<file path="src/rtl/uart_rx_param.sv">
// Parametrised UART receiver: 2-FF sync, oversampled start/data/stop sampling, valid/ready output.
// Optional parity bit enabled by defining UART_RX_PARITY_EN.
module uart_rx_param #(
  parameter int DATA_BITS  = 8,
  parameter int OVERSAMPLE = 16,
  parameter int BAUD_DIV   = 4,
  parameter int PARITY_ODD = 0
) (
  input  logic                 clk,
  input  logic                 reset,
  input  logic                 rx,
  output logic [DATA_BITS-1:0] data,
  output logic                 data_valid,
  input  logic                 data_ready,
  output logic                 frame_err,
  output logic                 parity_err,
  output logic                 overrun,
  output logic                 busy
);
  localparam int DW = $clog2(BAUD_DIV + 1);
  localparam int OW = $clog2(OVERSAMPLE);
  localparam int BW = $clog2(DATA_BITS);

  typedef enum logic [2:0] {
    IDLE, START, DATA, STOP, DONE, BRK
`ifdef UART_RX_PARITY_EN
    , PARITY
`endif
  } state_t;

  state_t               state;
  logic                 rx_m, rx_s;
  logic [DW-1:0]        div;
  logic [OW-1:0]        os_cnt;
  logic [BW-1:0]        bit_cnt;
  logic [DATA_BITS-1:0] shift;
  logic                 stop_bit;
  logic                 tick, bit_end, half_bit;
`ifdef UART_RX_PARITY_EN
  logic                 par_bit;
`else
  logic                 unused_parity_odd;
  assign unused_parity_odd = ^PARITY_ODD;
`endif

  assign tick     = (div == DW'(BAUD_DIV - 1));
  assign bit_end  = tick && (os_cnt == OW'(OVERSAMPLE - 1));
  assign half_bit = tick && (os_cnt == OW'(OVERSAMPLE / 2 - 1));
  assign busy     = (state != IDLE);

  always_ff @(posedge clk) begin
    if (reset) begin
      state      <= IDLE;
      rx_m       <= 1'b1;
      rx_s       <= 1'b1;
      div        <= '0;
      os_cnt     <= '0;
      bit_cnt    <= '0;
      shift      <= '0;
      stop_bit   <= 1'b1;
      data       <= '0;
      data_valid <= 1'b0;
      frame_err  <= 1'b0;
      parity_err <= 1'b0;
      overrun    <= 1'b0;
`ifdef UART_RX_PARITY_EN
      par_bit    <= 1'b0;
`endif
    end else begin
      rx_m    <= rx;
      rx_s    <= rx_m;
      div     <= tick ? '0 : div + 1'b1;
      overrun <= 1'b0;
      // os_cnt free-runs per bit; state arms below override it where a phase is re-aligned
      if (tick) os_cnt <= bit_end ? '0 : os_cnt + 1'b1;
      if (data_valid && data_ready) data_valid <= 1'b0;

      case (state)
        IDLE: if (!rx_s) begin
          state  <= START;
          div    <= '0;
          os_cnt <= '0;
        end
        START: if (half_bit) begin
          os_cnt <= '0;
          if (!rx_s) begin
            state   <= DATA;
            bit_cnt <= '0;
          end else begin
            state <= IDLE;
          end
        end
        DATA: if (bit_end) begin
          shift   <= {rx_s, shift[DATA_BITS-1:1]};
          bit_cnt <= bit_cnt + 1'b1;
          if (bit_cnt == BW'(DATA_BITS - 1)) begin
`ifdef UART_RX_PARITY_EN
            state <= PARITY;
`else
            state <= STOP;
`endif
          end
        end
`ifdef UART_RX_PARITY_EN
        PARITY: if (bit_end) begin
          par_bit <= rx_s;
          state   <= STOP;
        end
`endif
        STOP: if (bit_end) begin
          stop_bit <= rx_s;
          state    <= DONE;
        end
        DONE: begin
          // a completing frame wins over a same-cycle handshake clear
          data       <= shift;
          data_valid <= 1'b1;
          overrun    <= data_valid && !data_ready;
          frame_err  <= ~stop_bit;
`ifdef UART_RX_PARITY_EN
          parity_err <= ((^shift) ^ par_bit) != 1'(PARITY_ODD);
`else
          parity_err <= 1'b0;
`endif
          state      <= stop_bit ? IDLE : BRK;
        end
        BRK: if (rx_s) state <= IDLE;
        default: state <= IDLE;
      endcase
    end
  end
endmodule

</file>
<file path="config.mk">
export PLATFORM = sky130hd
export DESIGN_NAME = uart_rx_param
export DESIGN_NICKNAME = d
export VERILOG_FILES = /design/src/rtl/uart_rx_param.sv
export SDC_FILE = /design/constraint.sdc
export NUM_CORES = 1
export LEC_CHECK = 0
export CORE_UTILIZATION = 40
export DETAILED_ROUTE_END_ITERATION = 12
export GPL_TIMING_DRIVEN = 0
export SYNTH_ARGS = -nofsm -noshare
export SYNTH_HDL_FRONTEND = slang
export SYNTH_SLANG_ARGS = --single-unit
</file>
<file path="constraint.sdc">
create_clock -name clk -period 2.1 [get_ports clk]
set_clock_uncertainty 0.15 [all_clocks]
set_input_delay 0.315 -clock clk [delete_from_list [all_inputs] [get_ports clk]]
set_output_delay 0.315 -clock clk [all_outputs]
set_load 0.1 [all_outputs]
</file>
======== Word-level counts from Yosys, hierarchy flattened ========
Index checks and enable logic that the tools add are counted.
storage, ports and cells
  register bits after elaboration ......... 35
  word-level logic and storage cells ...... 70
  output and inout port bits .............. 13
operators by class
  $add $sub $neg .......................... 3
  eq/ne operators ......................... 16
  reduce and logical (&&, ||, !) cells .... 14
  bitwise operators ....................... 2
  mux-type cells .......................... 23
operators with widths
  cell                 count
  $mux 3               13
  $pmux 3 s6           1
  $mux 4               4
  $ne 2x2->1 const B   7
  $eq 3x2->1 const B   3
  $eq 3x3->1 const B   3
  $pmux 4 s2           1
  $add 3x1->3 const B  2
  $pmux 3 s2           1
  $reduce_and 6->1     1
  $add 4x1->4 const B  1
  $eq 4x3->1 const B   1
  $eq 4x4->1 const B   1
  $logic_and 1x1->1    4
  $reduce_and 2->1     2
  $reduce_and 4->1     1
  $reduce_bool 2->1    2
  $eq 3x1->1 const B   1
  $logic_not 3->1      1
  $reduce_bool 3->1    1
  $mux 1               2
  $mux 2               1
  $not 1->1            2
  $reduce_or 2->1      1
  $logic_not 1->1      1

======== Longest topological paths before layout ========
Gate-level depths: netlist of run 1.
  depth after elaboration ................. 6
  depth in mapped cells ................... 7
  mapped depth without buffers ............ 5

======== Worst setup path after synthesis of run 1 ========
OpenSTA, ideal clock, no wires.
  kind .................................... reg-to-reg
  start ................................... register os_cnt[0]
  end ..................................... register state[1]
  clock period less this slack ............ 1.763 ns
  buffers on the path ..................... 1
  arrival time ............................ 1.492 ns
  cell stages (with the launch flop) ...... 7
  required time ........................... 1.829 ns
  slack ................................... 0.337 ns
  cells stage by stage .................... dfxtp_1 -> ha_1 -> and4b_1 -> buf_6 -> a211oi_2 -> a221oi_2 -> mux2_4
between the ends
  cells in the longest elaborated chain, start to end .. 4
  elaborated cells on any way between the ends .. 8
  classes of those cells .................. eq/ne (5); reduce/logical (3)
ends and longest elaborated chain
  item                                             RTL line  text
  from (decl)                                      34        logic [OW-1:0] os_cnt;
  from (signal assigned)                           75        if (tick) os_cnt <= bit_end ? '0 : os_cnt + 1'b1;
  $eq 4x3->1 / $eq 4x4->1 (equally long branches)  48, 47
  $logic_and 1x1->1, on equally long branches      48, 47
  $ne 2x2->1 (no line)                             --
  $reduce_and 6->1 (no line) *                     --
  to (signal assigned)                             125       state <= stop_bit ? IDLE : BRK;
  to (decl)                                        31        state_t state;
Mark *: on every way between the ends. The rest lies on a longest branch, timed or not.
A chain may end at the register's enable or synchronous reset.

======== Worst setup path after layout of run 1 ========
  start ................................... register data_valid
  end ..................................... output port data_valid
RTL lines
  item                    RTL line  text
  from (decl)             13        output logic data_valid,
  from (signal assigned)  62        data_valid <= 1'b0;
  from (signal assigned)  76        if (data_valid && data_ready) data_valid <= 1'b0;
  from (signal assigned)  117       data_valid <= 1'b1;
No word-level cell between the ends.

==> impl_summary.txt, run 1 <==
----------------------------------------------------
[Run status]
  Status ... completed

[Synthesis]
  Post-synthesis cell type count ... 41
  Number of enable-type register cells in the synthesized netlist ... 0
  Part of the Yosys area used for sequential elements ... 0.4462
  Number of warnings issued by yosys ... 0
  Synthesis-stage register bit count ... 35
  Top cells by count, synth ... nand2_1 (43), dfxtp_1 (35), a21oi_1 (27)
  Gate count after technology mapping ... 178
  Syn Area/Cell ... 8.822 µm²
  Top area cells in the synthesized netlist ... dfxtp_1 (45%), nand2_1 (10%), a21oi_1 (8.6%)
  Share of Yosys cell area claimed by the top area cell type ... 0.4462
  Net count after synthesis ... 186
  Post-synthesis async set-or-reset flop share ... 0
  Main synth FF type ... dfxtp_1
  Cell taking the most area after synthesis ... dfxtp_1
  Most common cell in the synthesized netlist ... nand2_1
  Cell area after technology mapping ... 1570 µm²

[GRT]
  Vias in the first global route ... between 1000 and 1500
  Sum of overflow across all layers after global routing ... 0
  Total GRT Usage ... 0.1790
  Initial antenna violation count ... 0
  Pin count of the biggest net entering global routing ... 12
  Wire length of the first global-routing pass ... 5671 µm

[CTS]
  Clock sinks ... 35
  CTS Root Buffer Type ... clkbuf_8
  Depth of the CTS H-tree ... 2
  Clock transition time at the flip-flop clock pins of the worst setup and hold paths ... 0.08 ns
  Clock latency at the later pin of the worst-skew pair ... 0.29 ns
  Post-CTS Setup Bufs ... 0
  Total clock buffers created by CTS ... 5
  TritonCTS clock tree ... built
  Maximum clock path buffer count ... 2
  Hold-fix buffers, CTS ... 0

[Route]
  Number of DRC violations after detailed-routing iteration 0 ... 39
  Post-Route WL ... about 3200 µm
  Final antenna-violating net count ... 0
  1st-pass router iterations ... 4
  Count of vias placed by the detailed router ... ~1300
  Via-per-instance ratio ... 5.088
  Residual DRC ... 0
  WL per Instance ... 12.84 µm

[Cells and area]
  Layout fillers ... about 380
  Ant. Diodes ... 0
  Nets@finish ... 208
  Final instance count without filler cells ... 249
  Proportion of layout cells with a drive suffix above 1 ... 0.1592
  Area growth from synthesis to layout ... 20.64%

[Die]
  Top Ports ... 17
  Vertical die dimension ... 64.66 µm
  Initial standard-cell utilization of the core ... 0.4226
  Core footprint ... 3716 µm²
  Overall die area ... 4180 µm²
  Number of rows in the core area ... 22
  Die Wd ... 64.66 µm

[Placed design]
  Final weighted congestion in routability-driven placement ... 0.7882
  Total of buffers placed on input and output ports ... 15
  Placed cells ... 241
  Post-detailed-placement half-perimeter wirelength ... 2207 µm

[Job]
  Number of maximum-capacitance violations ... 0

[Setup path]
  Critical Path Max Stage Delay ... 0.86 ns
  Cells along the critical path ... dlygate4sd2_1
  WS Path Type ... reg2out
  Slowest cell on the critical path ... dlygate4sd2_1
  Endpoint arrival time on the critical path ... 1.51 ns
  Required time reported for the critical path endpoint ... 1.63 ns
  Crit-path leading delay family ... buffers and inverters
  Worst-path fanout max ... 2
  Critical path buffers and inverters ... 1
  Critical path endpoint category ... primary output
  Kind of start point of the critical path ... flop

[STA]
  Final critical-path required period ... slightly below 2 ns
  Setup-failing EPs final ... 0
  Post-route setup TNS ... 0 ns
  Slew at the pin with the worst max-slew slack ... 0.9577 ns
  Max-slew violations ... 0
  Maximum clock rate ... 507.6 MHz
  RSZ-0062 raised after global routing ... false
  Hold Vio Cnt, Final ... 0
  Part of the cycle the worst path needs ... 0.9381
  Max transition margin ... 0.3641

[Power and ir drop]
  Overall Power ... 0.001691 W
  Worst IR drop on VDD ... 0.5694 mV
  Static leakage ... 0.7642 nW
  Power per cell area ... 892.6 nW/µm²

[Hold path]
  Class of the tightest hold or removal check ... reg2reg

----------------------------------------------------
-- final timing paths --
kind         startpoint          to  slack (ns)  cells after the start
max          data_valid  data_valid        0.13                      1
min                rx_m        rx_s        0.26                      1
max reg2reg   os_cnt[0]   os_cnt[2]        0.20                      6
min reg2reg        rx_m        rx_s        0.26                      1
-- timing repair --
| item | in CTS | in global routing |
|---|---|---|
| cloned | 0 | 0 |
| setup endpoints to repair | 12 | 1 |
| resized for setup | 14 | 2 |
| endpoints found under the hold margin | 0 | 0 |
-- layout by cell type, fill, tap and decap left out, types with 3 or more instances in the layout --
master            n
clkbuf_1          3
buf_4             3
ha_1              4
nand2_1          43
inv_1             3
a21oi_1          27
nor2_1           11
buf_6             4
o21ai_0           4
clkdlybuf4s50_1   3
dfxtp_1          35
clkbuf_8          7
mux2i_1           3
dlygate4sd2_1    11
-- registers in the layout (all words and copies together) (netlist names), 3 cells and up --
register,cells
bit_cnt,3
data,8
div,3
os_cnt,4
shift,8
state,3
-- cell families (layout without fill, tap and decap cells) --
| logic type | count (synthesis) | in the layout | synth area share |
|---|---|---|---|
| flops | 35 | 35 | 0.4462 |
| other cells | 1 | 1 | 0.002388 |
| mux | 4 | 4 | 0.02868 |
| buf+inv | 15 | 38 | 0.08207 |
| fa+ha+maj | 4 | 4 | 0.03187 |
| xor+xnor | 4 | 4 | 0.02231 |
| simple gates | 76 | 76 | 0.2391 |
| compound gates | 39 | 39 | 0.1474 |
-- power breakdown --
part / internal, W / total (W) / switching, W
Clock: 0.000475 / 0.000725 / 0.000250
Combinational: 0.0000984 / 0.000268 / 0.000169
Sequential: 0.000680 / 0.000698 / 0.0000179
Total: 0.00125 / 0.00169 / 0.000437
-- per-layer routing --
metal	vias to the layer above	part of all wire	track usage
li1	637	-	-
met1	611	0.48	0.2052
met2	14	0.47	0.3145
met3	5	0.035	0.04930
met4	0	0.011	0.06667
met5	-	0	0
-- metrics by stage --
| step | instance area [µm²] | setup slack [ns] | utilization | hold slack [ns] |
|---|---|---|---|---|
| 2_1_floorplan | 1570 | 0.3368 | - | 0.2395 |
| 3_3_place_gp | 1780 | -0.1776 | 0.4791 | 0.2428 |
| 3_5_place_dp | 1780 | -0.1790 | 0.4791 | 0.2519 |
| 4_1_cts | 1901 | -0.0009671 | 0.5114 | 0.2676 |
| 5_1_grt | 1894 | 0.07485 | 0.5098 | 0.2942 |
| 6_report | 1894 | 0.1300 | 0.5098 | 0.2611 |
-- layout make-up --
| class | instances | area [µm²] | area share |
|---|---|---|---|
| Multi-Input combinational cell | 128 | 740.7 | 0.3910 |
| Inverter | 3 | 11.26 | 0.005945 |
| Clock inverter | 2 | 60.06 | 0.03170 |
| Tap cell | 48 | 60.06 | 0.03170 |
| Clock buffer | 6 | 72.57 | 0.03831 |
| Buffer | 12 | 117.6 | 0.06209 |
| Sequential cell | 35 | 700.7 | 0.3699 |
| Timing Repair Buffer | 15 | 131.4 | 0.06935 |
Note: power is estimated with default switching activity, not from simulation.
==> run 2, diff against run 1 <==
--- a/config.mk
+++ b/config.mk
@@ -7,6 +7,7 @@
 export LEC_CHECK = 0
 export CORE_UTILIZATION = 40
 export DETAILED_ROUTE_END_ITERATION = 12
+export DONT_BUFFER_PORTS = 1
 export GPL_TIMING_DRIVEN = 0
 export SYNTH_ARGS = -nofsm -noshare
 export SYNTH_HDL_FRONTEND = slang
==> impl_summary.txt, run 2 (same netlist as run 1, synthesis figures left out) <==
----------------------------------------------------
[Cells and area]
  Most common cell after layout, fill and taps aside ... nand2_1 (unchanged)
  Ant. Diodes ... 0 (unchanged)
  Most frequent cells in the layout ... nand2_1 (43), dfxtp_1 (35), a21oi_1 (27) (unchanged)
  Area growth from synthesis to layout ... 9.960% (was 20.64%)
  Final Cell Area ... 1727 µm² (was 1894 µm²)
  Nets@finish ... 194 (was 208)
  Largest registers ... data (8), shift (8), os_cnt (4) (unchanged)
  Proportion of layout cells with a drive suffix above 1 ... 0.1711 (was 0.1592)

[Power and ir drop]
  Net Sw Power ... 0.0004214 W (was 0.0004374 W)
  Part of the power in combinational logic ... 0.183 (was 0.158)
  Internal cell power ... 0.001004 W (was 0.001254 W)
  Power per cell area ... 825.4 nW/µm² (was 892.6 nW/µm²)
  Clock power share ... 0.328 (was 0.429)
  Worst IR drop on VDD ... 0.2977 mV (was 0.5694 mV)
  Overall Power ... 0.001425 W (was 0.001691 W)
  Fraction of power spent switching nets ... 0.2957 (was 0.2587)
  Sequential cell fraction of total power ... 0.489 (was 0.413)
  Static leakage ... 0.6361 nW (was 0.7642 nW)

[STA]
  Least setup slack across all paths after layout ... 0.09001 ns (was 0.1300 ns)
  Final critical-path required period ... 2.010 ns (was 1.970 ns)
  Max-slew violations ... 0 (unchanged)
  Hold Vio Cnt, Final ... 0 (unchanged)
  Setup-failing EPs final ... 0 (unchanged)
  Max transition margin ... 0.3508 (was 0.3641)
  RSZ-0062 raised after global routing ... false (unchanged)
  Maximum clock rate ... 497.5 MHz (was 507.6 MHz)
  Slew at the pin with the worst max-slew slack ... 0.9725 ns (was 0.9577 ns)
  Hold Slack ... 0.06448 ns (was 0.2611 ns)
  Part of the cycle the worst path needs ... 0.9571 (was 0.9381)
  Post-route setup TNS ... 0 ns (unchanged)

[Setup path]
  Critical path endpoint category ... primary output (unchanged)
  Kind of start point of the critical path ... flop (unchanged)
  WS Path Type ... reg2out (unchanged)
  Worst-path fanout max ... 10 (was 2)
  Required time reported for the critical path endpoint ... 1.63 ns (about the same)
  Endpoint arrival time on the critical path ... 1.54 ns (was 1.51 ns)
  R2R Setup Slk ... 0.17 ns (was 0.20 ns)

[GRT]
  Wire length of the first global-routing pass ... 4974 µm (was 5671 µm)
  Pin count of the biggest net entering global routing ... 12 (unchanged)
  Sum of overflow across all layers after global routing ... 0 (unchanged)
  Vias in the first global route ... 1138 (was 1278)
  Total GRT Usage ... 0.1580 (was 0.1790)
  Initial antenna violation count ... 0 (unchanged)

[Placed design]
  Post-placement setup slack ... 0.2008 ns (was -0.1790 ns)
  Total cell area at the placement stage ... 1630 µm² (was 1780 µm²)
  Post-detailed-placement half-perimeter wirelength ... 2082 µm (was 2207 µm)
  Total of buffers placed on input and output ports ... 0 (was 15)
  Final weighted congestion in routability-driven placement ... 0.7786 (was 0.7882)

[CTS]
  Clock transition time at the flip-flop clock pins of the worst setup and hold paths ... 0.07 ns (was 0.08 ns)
  Depth of the CTS H-tree ... 2 (unchanged)
  Maximum clock path buffer count ... 2 (unchanged)
  Clock latency at the later pin of the worst-skew pair ... 0.29 ns (about the same)
  Total clock buffers created by CTS ... 5 (unchanged)
  CTS Root Buffer Type ... clkbuf_8 (unchanged)
  TritonCTS clock tree ... built (unchanged)
  Clock sinks ... 35 (unchanged)

[Die]
  Vertical die dimension ... 64.66 µm (unchanged)
  Core footprint ... 3716 µm² (unchanged)
  Overall die area ... 4180 µm² (unchanged)
  Number of rows in the core area ... 22 (unchanged)
  Die Wd ... 64.66 µm (unchanged)
  Initial standard-cell utilization of the core ... 0.4226 (unchanged)
  Top Ports ... 17 (unchanged)

[Run status]
  Status ... completed (unchanged)

[Route]
  Via-per-instance ratio ... 5.170 (was 5.088)
  1st-pass router iterations ... 4 (unchanged)
  Count of vias placed by the detailed router ... 1215 (was 1267)
  Final antenna-violating net count ... 0 (unchanged)
  Number of DRC violations after detailed-routing iteration 0 ... 109 (was 39)
  Residual DRC ... 0 (unchanged)
  WL per Instance ... 12.35 µm (was 12.84 µm)
  Post-Route WL ... 2903 µm (was 3198 µm)

[Job]
  Number of maximum-capacitance violations ... 0 (unchanged)

[Hold path]
  Class of the tightest hold or removal check ... in2reg (was reg2reg)

----------------------------------------------------
## run 2: per-layer routing
layer	track usage	part of all wire	vias up
met5	0	0	-
met4	0.07500	0.018	0
met3	0.05810	0.054	7
met2	0.2513	0.45	23
met1	0.1874	0.47	574
li1	-	-	611
## run 2: through the flow
stage               instances    util
floorplan                 178       -
global placement          226  0.4387
detailed placement        226  0.4387
CTS                       235  0.4643
global route              235  0.4646
finish                    235  0.4646
## run 2: layout make-up
| cell class | count | area (µm²) |
|---|---|---|
| buffer | 12 | 117.6 |
| clock buffer | 6 | 72.57 |
| clock inverter | 2 | 12.51 |
| fill | 361 | 1989 |
| inverter | 3 | 11.26 |
| multi-input combinational | 128 | 742.0 |
| sequential | 35 | 700.7 |
| tap | 48 | 60.06 |
| timing repair buffer | 1 | 10.01 |
## run 2: path summary, 6_finish.rpt
kind / startpoint / to / cells after the start
max reg2reg: os_cnt[0] / state[1] / 6
max: state[1] / busy / 3
min reg2reg: rx_m / rx_s / 1
min: data_ready / overrun / 2
## run 2: power groups by stage
| stage | registers (W) | logic [W] | clock network (W) |
|---|---|---|---|
| after global placement | 0.000712 | 0.000248 | 0 |
| after global routing | 0.000700 | 0.000276 | 0.000513 |
| final | 0.000697 | 0.000260 | 0.000468 |
| after CTS | 0.000697 | 0.000257 | 0.000484 |
| after floorplan | 0.000708 | 0.000227 | 0 |
| after detailed placement | 0.000712 | 0.000255 | 0 |
## run 2: repair_timing
action | in CTS | in global routing
endpoints found under the hold margin | 1 | 0
hold buffers | 1 | 0
buffers inserted | 0 | 0
setup endpoints to repair | 0 | 1
gates resized for setup | 0 | 1
## run 2: worst max-delay path, cell delays in order, from the launching register on
cell and delay (ns):
dfxtp_1 0.31, buf_6 0.13, buf_8 0.13, or3_2 0.69
